`src/rtl/pipeline_hazard_controller.sv`:
```
// Stall/flush sequencer for the IF/ID, ID/EX, EX/MEM and MEM/WB pipeline registers.
// Handles load-use hazards, taken-branch flushes and data-memory waits, and keeps perf counters.
module pipeline_hazard_controller #(
  parameter int REG_ADDR_W  = 5,
  parameter int MEM_TIMEOUT = 64,
  parameter int CNT_W       = 16
) (
  input  logic                  Clock,
  input  logic                  Reset_n,
  input  logic [REG_ADDR_W-1:0] IF_ID_Rs,
  input  logic [REG_ADDR_W-1:0] IF_ID_Rt,
  input  logic                  IF_ID_UsesRt,
  input  logic                  ID_EX_MemRead,
  input  logic [REG_ADDR_W-1:0] ID_EX_Rt,
  input  logic                  EX_BranchTaken,
  input  logic                  EX_MEM_MemAcc,
  input  logic                  DMemReady,
  output logic                  PCWrite,
  output logic                  IF_ID_Write,
  output logic                  IF_ID_Flush,
  output logic                  ID_EX_Write,
  output logic                  ID_EX_Bubble,
  output logic                  EX_MEM_Write,
  output logic                  MEM_WB_Bubble,
  output logic [CNT_W-1:0]      StallCount,
  output logic [CNT_W-1:0]      FlushCount,
  output logic                  MemTimeoutErr
);

  localparam int WAIT_W = $clog2(MEM_TIMEOUT + 1);

  typedef enum logic [1:0] {RUN, MEM_WAIT, ERROR} state_t;

  state_t            state, state_nxt;
  logic [WAIT_W-1:0] wait_cnt, wait_cnt_nxt;
  logic              mem_stall, load_use;
  logic              stall_inc, flush_inc, err_set;

  function automatic logic [CNT_W-1:0] sat_inc(input logic [CNT_W-1:0] v);
    return (&v) ? v : v + 1'b1;
  endfunction

  always_comb begin
    mem_stall = (state != ERROR) && EX_MEM_MemAcc && !DMemReady;
    load_use  = ID_EX_MemRead && (ID_EX_Rt != '0) &&
                ((ID_EX_Rt == IF_ID_Rs) || (IF_ID_UsesRt && (ID_EX_Rt == IF_ID_Rt)));

    PCWrite       = 1'b1;
    IF_ID_Write   = 1'b1;
    IF_ID_Flush   = 1'b0;
    ID_EX_Write   = 1'b1;
    ID_EX_Bubble  = 1'b0;
    EX_MEM_Write  = 1'b1;
    MEM_WB_Bubble = 1'b0;
    state_nxt     = state;
    wait_cnt_nxt  = wait_cnt;
    stall_inc     = 1'b0;
    flush_inc     = 1'b0;
    err_set       = 1'b0;

    if (state == ERROR || mem_stall) begin
      PCWrite       = 1'b0;
      IF_ID_Write   = 1'b0;
      ID_EX_Write   = 1'b0;
      EX_MEM_Write  = 1'b0;
      MEM_WB_Bubble = 1'b1;
      if (mem_stall) begin
        stall_inc = 1'b1;
        // Reaching the limit on this stall cycle means MEM_TIMEOUT consecutive waits.
        if (wait_cnt == WAIT_W'(MEM_TIMEOUT - 1)) begin
          state_nxt = ERROR;
          err_set   = 1'b1;
        end else begin
          state_nxt    = MEM_WAIT;
          wait_cnt_nxt = wait_cnt + 1'b1;
        end
      end
    end else begin
      state_nxt    = RUN;
      wait_cnt_nxt = '0;
      if (EX_BranchTaken) begin
        IF_ID_Flush  = 1'b1;
        ID_EX_Bubble = 1'b1;
        flush_inc    = 1'b1;
      end else if (load_use) begin
        PCWrite      = 1'b0;
        IF_ID_Write  = 1'b0;
        ID_EX_Bubble = 1'b1;
        stall_inc    = 1'b1;
      end
    end

    // While reset is held the pipeline registers must see a neutral, free-running control set.
    if (!Reset_n) begin
      PCWrite       = 1'b1;
      IF_ID_Write   = 1'b1;
      IF_ID_Flush   = 1'b0;
      ID_EX_Write   = 1'b1;
      ID_EX_Bubble  = 1'b0;
      EX_MEM_Write  = 1'b1;
      MEM_WB_Bubble = 1'b0;
    end
  end

  always_ff @(posedge Clock or negedge Reset_n) begin
    if (!Reset_n) begin
      state         <= RUN;
      wait_cnt      <= '0;
      StallCount    <= '0;
      FlushCount    <= '0;
      MemTimeoutErr <= 1'b0;
    end else begin
      state    <= state_nxt;
      wait_cnt <= wait_cnt_nxt;
      if (stall_inc) StallCount <= sat_inc(StallCount);
      if (flush_inc) FlushCount <= sat_inc(FlushCount);
      if (err_set)   MemTimeoutErr <= 1'b1;
    end
  end

endmodule

```
`config.mk`:
```
export PLATFORM = sky130hd
export DESIGN_NAME = pipeline_hazard_controller
export DESIGN_NICKNAME = d
export VERILOG_FILES = /design/src/rtl/pipeline_hazard_controller.sv
export SDC_FILE = /design/constraint.sdc
export NUM_CORES = 1
export LEC_CHECK = 0
export ABC_AREA = 1
export BUFFER_PORTS_ARGS = -buffer_cell sky130_fd_sc_hd__buf_2
export CAP_MARGIN = 20
export CORE_UTILIZATION = 55
export CTS_CLUSTER_DIAMETER = 120
export CTS_CLUSTER_SIZE = 8
export DETAILED_ROUTE_END_ITERATION = 12
export HOLD_SLACK_MARGIN = 0.05
export PLACE_DENSITY = 0.86
export SLEW_MARGIN = 5
export SYNTH_ARGS = -nofsm -noshare
export SYNTH_HDL_FRONTEND = slang
export SYNTH_SLANG_ARGS = --single-unit
```
`constraint.sdc`:
```
create_clock -name Clock -period 3.17 [get_ports Clock]
set_input_delay 0.1585 -clock Clock [delete_from_list [all_inputs] [get_ports Clock]]
set_output_delay 0.1585 -clock Clock [all_outputs]
set_load 0.005 [all_outputs]
```
Word-level counts from Yosys, hierarchy flattened
Index checks and enable logic that the tools add are counted.

Output and inout bits: 40. Flip-flop bits (word level): 42. Input bits: 22. Logic and storage cells: 58.

Mux-type cells: 27. Bitwise logic cells: 2. Equality and inequality tests: 7. Add/subtract/negate cells: 3. Reduce and logical (&&, ||, !) cells: 14.

Operators with widths (count): 16-bit by 1-bit adder with 16-bit output (second input constant) (2); 16-bit AND reduction (2); 1-bit 2-to-1 mux (21); 7-bit 2-to-1 mux (3); 5-bit equality test (2); 7-bit by 1-bit adder with 7-bit output (second input constant) (1); 7-bit by 6-bit equality test with 1-bit output (second input constant) (1); 2-bit 2-to-1 mux (3); 2-bit inequality test (second input constant) (3); 2-bit AND reduction (3); 1-bit logical AND (5); 5-bit nonzero test (1); 2-bit equality test (second input constant) (1); 1-bit logical OR (2); 1-bit inverter (2); 1-bit logical NOT (1).

Logic depth before layout (Yosys ltp)
Gate-level depths: netlist (run 1).

Depth after elaboration: 8. Depth in mapped cells: 12.

Worst setup path after synthesis (run 1)
OpenSTA, ideal clock, no wires.

Kind: flip-flop to flip-flop. Start: reg StallCount[0]. End: reg StallCount[4]. Arrival time: 1.562 ns. Clock period less this slack: 1.680 ns. Data required time: 3.053 ns. Path slack: 1.490 ns. Library setup time: 0.117 ns. Path buffers: 1. Stages on the path, launching flop included: 10. Cells stage by stage: dfrtp_1 -> ha_1 -> nand3_2 -> nor3_4 -> nand2_2 -> nor2_2 -> nand4_2 -> buf_2 -> nand4_1 -> nand2_1.

Cells in the longest elaborated chain, start to end: 3. Elaborated cells between the ends (all ways): 4.

Ends and longest elaborated chain: start: declaration (line 25) `output logic [CNT_W-1:0] StallCount,`; start signal: assignment (line 115) `if (stall_inc) StallCount <= sat_inc(StallCount);`; parallel branches: the longest is 3 deep, another holds 16-bit by 1-bit adder with 16-bit output.

Several ways; the timed one is not identified. A chain may end at the register's enable or synchronous reset.

Worst setup path in the final report (run 1)
Start: reg state[1]. End: reg FlushCount[7].

Cells in the longest elaborated chain, start to end: 6. Elaborated cells between the ends (all ways): 7.

Ends and longest elaborated chain: start: declaration (line 34) `state_t state, state_nxt;`; start signal: assignment (line 113) `state <= state_nxt;`; 2-bit inequality test (line 44) `mem_stall = (state != ERROR) && EX_MEM_MemAcc && !DMemReady;`; 1-bit logical AND (2 in a row) (line 44); 1-bit logical OR (*) (line 61) `if (state == ERROR || mem_stall) begin`; 1-bit 2-to-1 mux (*) (line 61); 2-bit AND reduction (no source line) (*); end signal: assignment (line 116) `if (flush_inc) FlushCount <= sat_inc(FlushCount);`; end: declaration (line 26) `output logic [CNT_W-1:0] FlushCount,`.

Every way passes the cells marked *; elsewhere a longest branch is shown, timed or not.

==> metrics.yaml, run 1 <==
worst_setup_path:
  required_ns: 3.35
  cp-start-kind: "flop"
  path_max_fanout: 21
  cp-end-kind: "flop"
  critPathArrivalTime_ns: 2.44
  critPathKind: "reg -> reg"
grt:
  grt_util_met1_pct: 32.2
  grt_pass1_vias: 2258
  grt_pass1_wl_um: 9880
  grt_util_met2_pct: 42.0
  grt_overflow: 0
  antenna_found_initial: 0
  grt_max_degree: 29
  use_met3_pct: 4.91
  track_usage_pct: 25.0
  busiest_layer: "met2"
drt:
  wl_per_cell_um: 12.4
  drt_iter0_drc: 151
  vias_per_cell: 5.31
  drc_errors: 0
  wirelength_um: 5750
  num_vias: 2458
  drtPass1Iterations: 6
  ant_nets: 0
placed_design:
  dpl.hpwl_um: 4180
  place_congestion: 0.923
  port_buffers: 61
  dp_slack_ns: 1.02
sta:
  setup_ws_ns: 0.911
  slew_violations: 0
  tightestPinTransition_ns: 0.524
  fin_crit_ns: 2.26
  fin_setup_tns_ns: 0
  finalSetupViolCount: 0
  hold_viol_final: 0
  fmax_mhz: 443
  timing.final.crit_share_pct: 71.3
  rsz0062_at_grt: "false"
  slew-limit-headroom_pct: 65.0
  fin_worst_skew_ns: 0.00188
final_layout:
  drive_above_1_share_pct: 20.0
  area_growth_pct: 16.5
  fin_nets: 437
  multi_input_area_um2: 1300
  fillers: 394
  seqCellArea_um2: 1050
  antennaDiodeCount: 0
power_and_ir_drop:
  p_per_area_nw_per_um2: 450
  worst_ir_drop_vdd_mv: 0.403
  leakagePower_uw: 0.00167
cts:
  cts_made_buffers: 5
  cts_tree: "yes"
  cts_sinks: 42
  cts-root-buf: "clkbuf_8"
  clkTransAtPathRegs_ns: 0.08
  h-tree-depth: 2
  max-clock-path-buffers: 2
  clk_latency_ns: 0.30
die:
  rows: 24
  chipWidth_um: 70.2
  start_util_pct: 58.0
  dieArea_um2: 4930
  coreArea_um2: 4410
  fp.dieH_um: 70.2
  io_pins: 62
logic_synthesis:
  ys_ff_latch: 42
  syn_area_per_cell_um2: 7.31
  synth_nets: 375
  yosysWarningCount: 0
  yosysSeqAreaShare_pct: 41.1
  synthDistinctLibCells: 27
  syn_inst: 350
  synth_area_um2: 2560
run:
  max_cap_viol_count: 0
worst_hold_path:
  hold_class: "in -> reg"
run_status:
  status: "completed"
==> path summary, 6_finish.rpt <==
kind / startpoint / endpoint / slack, ns / cells after the start
max: state[1] / FlushCount[7] / 0.91 / 9
min: EX_MEM_MemAcc / state[0] / 0.25 / 5
max reg2reg: state[1] / FlushCount[7] / 0.91 / 9
min reg2reg: MemTimeoutErr / MemTimeoutErr / 0.46 / 2
max in group asynchronous: Reset_n / StallCount[15] / 2.18 / 3
min in group asynchronous: Reset_n / wait_cnt[1] / 0.30 / 2
==> synth_stat cells <==
master	number	area, µm²
buf_2	3	15.0
nor4_1	1	6.26
a31oi_1	1	6.26
clkbuf_1	2	7.51
inv_2	6	22.5
nor3_1	14	70.1
a21oi_1	3	15.0
nand3b_1	2	15.0
nor2_1	43	161
buf_6	1	11.3
buf_4	2	15.0
nand3_1	18	90.1
nor3_4	1	16.3
xor2_1	20	175
nor2_2	1	6.26
nand3_2	2	20.0
nand4_1	21	131
o21ai_0	8	40.0
inv_1	36	135
ha_1	3	37.5
and2_1	1	6.26
nand4_2	1	12.5
xnor2_1	8	70.1
dfrtp_1	42	1050
a31o_2	1	8.76
nand2_2	2	12.5
nand2_1	107	402
==> through the flow <==
step	cells	power (µW)	instance area, µm²	util (%)	hold slack [ns]
after global placement	456	989	2890	65.4	0.0983
after CTS	463	1350	2980	67.5	0.249
after floorplan	350	870	2560	-	-0.137
final	463	1340	2980	67.5	0.255
after detailed placement	456	999	2890	65.4	0.0980
after global routing	463	1430	2980	67.5	0.293
==> worst max-delay path, stage by stage, from the launching register on <==
cell,delay [ns]
dfrtp_1,0.36
inv_1,0.05
nor2_1,0.06
inv_2,0.28
nand2_1,0.29
nor2_1,0.22
nand2_1,0.35
nor2_1,0.29
nand2_1,0.11
xnor2_1,0.14
==> power by group <==
group	leakage, µW	internal [µW]	switching (µW)
combinational	0.00106	135	158
clock	0.0000431	168	180
sequential	0.000564	606	96.1
total	0.00167	909	434
==> metal layers <==
layer | vias to the layer above | share of wire, %
met5 | - | 0
met4 | 0 | 1.5
met3 | 10 | 6.7
met2 | 98 | 47
met1 | 1118 | 45
li1 | 1232 | -
==> state kept, by name, summed over array words and instances (netlist names) <==
signal         flops
StallCount        16
FlushCount        16
wait_cnt           7
state              2
MemTimeoutErr      1
==> cell usage in the layout (no fill, tap or decap), drive strengths merged <==
cell type | Yosys | final
clkbuf | 2 | 6
nor3 | 15 | 15
xor2 | 20 | 20
buf | 6 | 62
nand4 | 22 | 22
nor2 | 44 | 44
nor4 | 1 | 1
a21oi | 3 | 3
and2 | 1 | 1
dfrtp | 42 | 42
a31oi | 1 | 1
nand2 | 109 | 109
inv | 42 | 42
dlygate4sd3 | 0 | 1
a31o | 1 | 1
ha | 3 | 3
xnor2 | 8 | 8
nand3b | 2 | 2
nand3 | 20 | 20
o21ai | 8 | 8
==> layout make-up <==
class / count / share of cell area [%]
Inverter: 42 / 5.29
Multi-Input combinational cell: 258 / 43.7
Tap cell: 52 / 2.18
Timing Repair Buffer: 63 / 10.8
Sequential cell: 42 / 35.2
Clock buffer: 6 / 2.77
==> repair_timing <==
action                     CTS  global route
setup endpoints to repair    0             0
hold buffers                 1             0
setup buffers                0             0
gates resized for setup      0             0
hold endpoints to repair    14             0
==> cells by family after synthesis <==
logic type	count (synthesis)	synth area share [%]
AOI/OAI and AO/OA	13	2.74
xor gates and xnor gates	28	9.58
adders and majority gates	3	1.47
buffers and inverters	50	8.06
DFF	42	41.1
and+or+nand+nor	214	37.1
(Power assumes the default switching activity.)
==> run 2, diff against run 1 <==
ABC_AREA = 0   (was 1)
CORE_UTILIZATION = 51   (was 55)
PLACE_DENSITY = 0.83   (was 0.86)
clock period = 2.3 ns   (was 3.17 ns; I/O delays follow)
==> run 2 against run 1 <==
Register-to-register slack worse by 0.66 ns; wire length decreased by 22%; combinational power grew 41%; clock power up 64%; synthesized cell count fell by 41%; area after synthesis shrank 16%; flip-flop and latch count is the same; non-clock buffer count rose by 2; die area shrank 9.2%.
==> metrics.yaml, run 2 <==
worst_setup_path:
  cp-start-kind: "flop"
  r2r_start: "FlushCount[0]"
  path_max_fanout: 6  # -71%
  cp-end-kind: "flop"
  critPathArrivalTime_ns: 2.24  # -0.20 ns
  r2r_setup_slack_ns: 0.25  # -0.66 ns
  critPathKind: "reg -> reg"
  startpoint: "FlushCount[0]"
  crit_end: "FlushCount[14]"
  r2r_end: "FlushCount[14]"
  reg2reg_depth: 7  # -2
  required_ns: 2.49  # -0.86 ns
grt:
  grt_max_degree: 27  # -6.9%
  grt_pass1_vias: 1611  # -29%
  antenna_found_initial: 0  # unchanged
  grt_overflow: 0  # unchanged
  grt_pass1_wl_um: 7250  # -27%
  track_usage_pct: 22.0  # -3.0 points
final_layout:
  antennaDiodeCount: 0  # unchanged
  utilization_pct: 65.5  # -2.1 points
  top_regs: "FlushCount: 16 flops, StallCount: 16 flops, wait_cnt: 7 flops"
  layout_commonest_cell: "buf_2"
  final_cell_mix: "buf_2 (61), dfrtp_1 (42), xnor2_1 (25), nand3_1 (21), nand2_1 (17)"
  area_growth_pct: 22.8
  drive_above_1_share_pct: 27.2  # +7.2 points
  fin_nets: 300  # -31%
  design_area_um2: 2640  # -12%
sta:
  setup_ws_ns: 0.250  # -0.661 ns
  fmax_mhz: 488  # +10%
  slew_violations: 0  # unchanged
  slew-limit-headroom_pct: 63.1  # -1.8 points
  fin_crit_ns: 2.05  # -0.209 ns
  rsz0062_at_grt: "false"
  fin_worst_skew_ns: 0.0110  # +0.00907 ns
  timing.final.crit_share_pct: 89.1  # +18 points
  hold_viol_final: 0  # unchanged
  fin_setup_tns_ns: 0  # unchanged
  finalSetupViolCount: 0  # unchanged
  tightestPinTransition_ns: 0.552  # +0.0276 ns
power_and_ir_drop:
  p_per_area_nw_per_um2: 752  # +67%
  worst_ir_drop_vdd_mv: 0.604  # +50%
  leakagePower_uw: 0.00130  # -22%
drt:
  drc_errors: 0  # unchanged
  wirelength_um: 4500  # -22%
  vias_per_cell: 5.47  # +3.1%
  ant_nets: 0  # unchanged
  wl_per_cell_um: 13.8  # +11%
  drtPass1Iterations: 4  # -2
  num_vias: 1784  # -27%
  drt_iter0_drc: 58  # -62%
run_status:
  status: "completed"
cts:
  max-clock-path-buffers: 2  # unchanged
  cts_made_buffers: 5  # unchanged
  cts_tree: "yes"
  cts-root-buf: "clkbuf_8"
  clkTransAtPathRegs_ns: 0.08  # about the same
  h-tree-depth: 2  # unchanged
  clk_latency_ns: 0.30  # about the same
  cts_sinks: 42  # unchanged
run:
  max_cap_viol_count: 0  # unchanged
placed_design:
  place_area_um2: 2520  # -13%
  dpl.hpwl_um: 3370  # -19%
  place_congestion: 0.831  # -9.9%
  port_buffers: 61  # unchanged
  dp_slack_ns: 0.214  # -0.808 ns
logic_synthesis:
  synthTopCellsByArea: "dfrtp_1 (49%), xnor2_1 (10%), xor2_1 (5.7%)"
  yosysWarningCount: 0  # unchanged
  synth_flop_cell: "dfrtp_1"
  yosysSeqAreaShare_pct: 48.9  # +7.9 points
  ys_ff_latch: 42  # unchanged
  synth_nets: 233  # -38%
  synth_area_um2: 2150  # -16%
  yosys.area.top_type_share_pct: 48.9  # +7.9 points
  synthDistinctLibCells: 37  # +37%
  synth.most_common_cell: "dfrtp_1"
  synth-async-reset-ratio_pct: 100  # unchanged
  synth_largest_area_cell: "dfrtp_1"
  synthTopCellsByCount: "dfrtp_1 (42), xnor2_1 (25), nand3_1 (21), nand2_1 (17), xor2_1 (14)"
  syn_inst: 208  # -41%
  synth_edf_count: 0  # unchanged
  syn_area_per_cell_um2: 10.3  # +41%
die:
  start_util_pct: 53.3  # -4.7 points
  coreArea_um2: 4030  # -8.7%
  io_pins: 62  # unchanged
  chipWidth_um: 66.9  # -4.7%
  rows: 23  # -4.2%
  dieArea_um2: 4480  # -9.2%
  fp.dieH_um: 66.9  # -4.7%
worst_hold_path:
  hold_class: "in -> reg"
==> run 2: how the worst min path moves through the flow <==
stage | cells after the start | slack, ns | startpoint | to
6_report | 3 | 0.19 | EX_BranchTaken | FlushCount[12]
5_1_grt | 3 | 0.22 | EX_BranchTaken | FlushCount[12]
4_1_cts | 3 | 0.19 | EX_BranchTaken | FlushCount[12]
3_5_place_dp | 1 | 0.13 | Reset_n | state[0]
3_3_place_gp | 1 | 0.12 | Reset_n | state[0]
2_1_floorplan | 0 | -0.18 | Reset_n | FlushCount[0]
==> run 2: cell type report <==
cell class | count | area [µm²]
clock inverters | 1 | 30.0
repair buffers | 65 | 350
inverters | 5 | 18.8
well taps | 50 | 62.6
multi-input cells | 156 | 1050
clock buffers | 7 | 76.3
fillers | 342 | 1390
flip-flops and latches | 42 | 1050
==> run 2: what timing repair did <==
| action | CTS | global route |
|---|---|---|
| hold endpoints to repair | 21 | 0 |
| setup buffers | 0 | 0 |
| gates resized for setup | 0 | 0 |
| hold buffers | 1 | 0 |
| setup endpoints to repair | 0 | 0 |
==> run 2: stage by stage <==
step | cells | power [µW] | hold WS (ns)
6_report | 326 | 1980 | 0.189
4_1_cts | 326 | 2010 | 0.186
3_5_place_dp | 317 | 1430 | 0.127
2_1_floorplan | 208 | 1220 | -0.181
3_3_place_gp | 317 | 1410 | 0.121
5_1_grt | 326 | 2100 | 0.215
==> run 2: kinds of logic after synthesis <==
family | share of synthesized area [%]
adders and majority gates | 1.75
muxes | 2.50
buffers and inverters | 2.27
DFF | 48.9
xor gates and xnor gates | 15.9
AOI/OAI and AO/OA | 6.99
and+or+nand+nor | 21.7
==> run 2: worst max-delay path: stages, from the launching register on <==
cell and delay (ns):
dfrtp_1 0.42, ha_1 0.24, nand2_1 0.10, nor4_1 0.08, a31oi_1 0.43, nor3b_2 0.38, nand4_1 0.15, xnor2_1 0.14
==> run 2: where the power goes <==
group	switching [µW]	internal, µW	leakage (µW)
Combinational	189	225	0.000704
Sequential	142	858	0.000548
Clock	246	325	0.0000524
==> run 2: routing by layer <==
layer	vias up	share of wire [%]	GRT usage, %	wire [µm]
met2	61	46	36.1	2060
met4	0	1.3	7.98	60
met3	5	7.0	5.48	316
met1	852	46	27.8	2060
met5	-	0	0	0
li1	866	-	-	-
==> run 3, diff against run 2 <==
CELL_PAD_IN_SITES_DETAIL_PLACEMENT = 1   (was default)
CELL_PAD_IN_SITES_GLOBAL_PLACEMENT = 2   (was default)
CORE_ASPECT_RATIO = 1.2   (was default)
CORE_UTILIZATION = 31   (was 51)
PLACE_DENSITY = 0.82   (was 0.83)
==> run 3 against run 2 <==
Cell area rose by 1.9%; global-route usage fell by 6.2 points; worst hold slack got worse by 0.033 ns; final cell count up 11%; clock-buffer cell count did not move; power decreased by 3.2%; wire length is 16% higher; maximum frequency shrank 0.80%; die area increased by 62%; setup slack lost 0.017 ns; combinational power grew 3%; critical path type unchanged.
==> metrics.yaml, run 3 (synthesized netlist as in run 2, its figures left out) <==
run_status:
  status: "completed"
die:
  chipWidth_um: 78.0  # +17%
  fp.dieH_um: 93.2  # +39%
  io_pins: 62  # unchanged
  rows: 32  # +39%
  coreArea_um2: 6570  # +63%
  start_util_pct: 32.7  # -21 points
  dieArea_um2: 7270  # +62%
final_layout:
  layout_commonest_cell: "buf_2"
  final_cell_mix: "buf_2 (61), dfrtp_1 (42), xnor2_1 (25), nand3_1 (21), nand2_1 (17)"
  antennaDiodeCount: 0  # unchanged
  area_growth_pct: 25.1
  fillers: 817  # +140%
  drive_above_1_share_pct: 28.4  # +1.2 points
  design_area_um2: 2690  # +1.9%
  fin_nets: 302  # +0.67%
  top_regs: "FlushCount: 16 flops, StallCount: 16 flops, wait_cnt: 7 flops"
sta:
  fin_worst_skew_ns: 0.00426  # -0.00670 ns
  finalSetupViolCount: 0  # unchanged
  fin_setup_tns_ns: 0  # unchanged
  tightestPinTransition_ns: 0.608  # +0.0564 ns
  fmax_mhz: 484  # -0.80%
  fin_crit_ns: 2.07  # +0.0166 ns
  hold_viol_final: 0  # unchanged
  slew_violations: 0  # unchanged
  timing.final.crit_share_pct: 89.8  # +0.72 points
  setup_ws_ns: 0.233  # -0.0166 ns
  slew-limit-headroom_pct: 59.1  # -4.1 points
  timing.hold.ws_ns: 0.156  # -0.0334 ns
  rsz0062_at_grt: "false"
power_and_ir_drop:
  clockPowerShare_pct: 25.5  # -3.3 points
  leakagePower_uw: 0.00131  # +0.42%
  p_comb_share_pct: 22.3  # +1.4 points
  swShare_pct: 30.8  # +1.7 points
  power.switching_uw: 591  # +2.4%
  internal_power_uw: 1330  # -5.6%
  p_seq_share_pct: 52.2  # +1.8 points
  p_per_area_nw_per_um2: 714  # -5.0%
  worst_ir_drop_vdd_mv: 0.307  # -49%
worst_setup_path:
  cp-start-kind: "flop"
  worst-path-stages: 6  # -1
  r2r_setup_slack_ns: 0.23  # -0.02 ns
  worst_path_most_repeated_cell: "nand4_1"
  path_max_fanout: 6  # unchanged
  critPathKind: "reg -> reg"
  critPathSlowestCell: "nor4_1"
  cp_slowest_stage_delay_ns: 0.61  # +0.18 ns
  cp-end-kind: "flop"
  required_ns: 2.52  # +0.03 ns
  critPathArrivalTime_ns: 2.28  # +0.04 ns
  r2r_start: "FlushCount[7]"
  r2r_end: "FlushCount[14]"
  crit_buf_inv: 0  # unchanged
  path_delay_family: "simple AND/OR/NAND/NOR gates"
  crit_path_cell_trace: "nand4_1, nor4_1, a31oi_2, nor3b_2, nand4_1, xnor2_1"
  reg2reg_depth: 6  # -1
placed_design:
  port_buffers: 61  # unchanged
  place_area_um2: 2580  # +2.3%
  place_congestion: 0.748  # -10%
  dp_slack_ns: 0.151  # -0.0633 ns
  dpl.hpwl_um: 3990  # +19%
drt:
  vias_per_cell: 4.86  # -11%
  wirelength_um: 5220  # +16%
  num_vias: 1763  # -1.2%
  wl_per_cell_um: 14.4  # +4.1%
  drc_errors: 0  # unchanged
  ant_nets: 0  # unchanged
  drtPass1Iterations: 4  # unchanged
  drt_iter0_drc: 56  # -3.4%
worst_hold_path:
  hold_class: "in -> reg"
  hold_path_end: "wait_cnt[6]"
  holdPathStages: 4  # +1
  hold_path_startpoint: "DMemReady"
cts:
  max-clock-path-buffers: 2  # unchanged
  cts_made_buffers: 5  # unchanged
  cts_sinks: 42  # unchanged
  cts_tree: "yes"
  cts-root-buf: "clkbuf_8"
  h-tree-depth: 2  # unchanged
  clk_latency_ns: 0.29  # about the same
  clkTransAtPathRegs_ns: 0.08  # about the same
grt:
  grt_pass1_vias: 1894  # +18%
  antenna_found_initial: 0  # unchanged
  grt_max_degree: 26  # -3.7%
  grt_pass1_wl_um: 8910  # +23%
  grt_overflow: 0  # unchanged
  track_usage_pct: 15.8  # -6.2 points
run:
  max_cap_viol_count: 0  # unchanged
==> run 3: power groups by stage <==
stage | Clock (µW) | Sequential (µW) | Combinational, µW
6_report | 490 | 1000 | 428
5_1_grt | 534 | 1020 | 489
4_1_cts | 517 | 1000 | 443
3_5_place_dp | 0 | 1020 | 438
3_3_place_gp | 0 | 1010 | 416
2_1_floorplan | 0 | 1000 | 217
==> run 3: timing repair <==
| action | in CTS | in global routing |
|---|---|---|
| endpoints found under the hold margin | 17 | 0 |
| hold buffers | 1 | 0 |
| endpoints found under the setup margin | 0 | 1 |
| buffers inserted | 0 | 0 |
| resized for setup | 0 | 1 |
==> run 3: how the worst max path moves through the flow <==
stage,from,endpoint,slack (ns)
6_report,FlushCount[7],FlushCount[14],0.23
5_1_grt,wait_cnt[0],wait_cnt[4],0.08
4_1_cts,FlushCount[0],FlushCount[14],0.13
3_5_place_dp,FlushCount[0],FlushCount[14],0.15
3_3_place_gp,FlushCount[0],FlushCount[14],0.30
2_1_floorplan,FlushCount[0],FlushCount[14],0.42
==> run 3: worst min-delay path: cells and delay by family <==
kind	cells	cell delay [ns]
AO/OA/AOI/OAI	2	0.15
buffers and inverters	1	0.08
AND/OR/NAND/NOR	1	0.07
==> run 3: cell type report <==
| type | count | area, µm² | area share [%] |
|---|---|---|---|
| well taps | 85 | 106 | 3.96 |
| clock buffers | 7 | 86.3 | 3.21 |
| clock inverters | 1 | 5.00 | 0.186 |
| inverters | 5 | 18.8 | 0.698 |
| flip-flops and latches | 42 | 1050 | 39.1 |
| repair buffers | 67 | 365 | 13.6 |
| multi-input cells | 156 | 1050 | 39.2 |
==> run 3: per-stage QoR <==
| stage | power, µW | cells | utilization, % |
|---|---|---|---|
| after floorplan | 1220 | 208 | - |
| after global placement | 1430 | 354 | 39.3 |
| after detailed placement | 1450 | 354 | 39.3 |
| after CTS | 1960 | 363 | 40.8 |
| after global routing | 2050 | 363 | 40.9 |
| final | 1920 | 363 | 40.9 |
==> run 3: metal layers <==
layer / vias to the layer above / part of all wire (%) / track usage (%) / routed length [µm]
met3: 6 / 5.7 / 3.12 / 297
met5: - / 0 / 0 / 0
met1: 849 / 43 / 18.9 / 2240
li1: 861 / - / - / -
met4: 0 / 1.3 / 6.02 / 67
met2: 47 / 50 / 27.7 / 2610
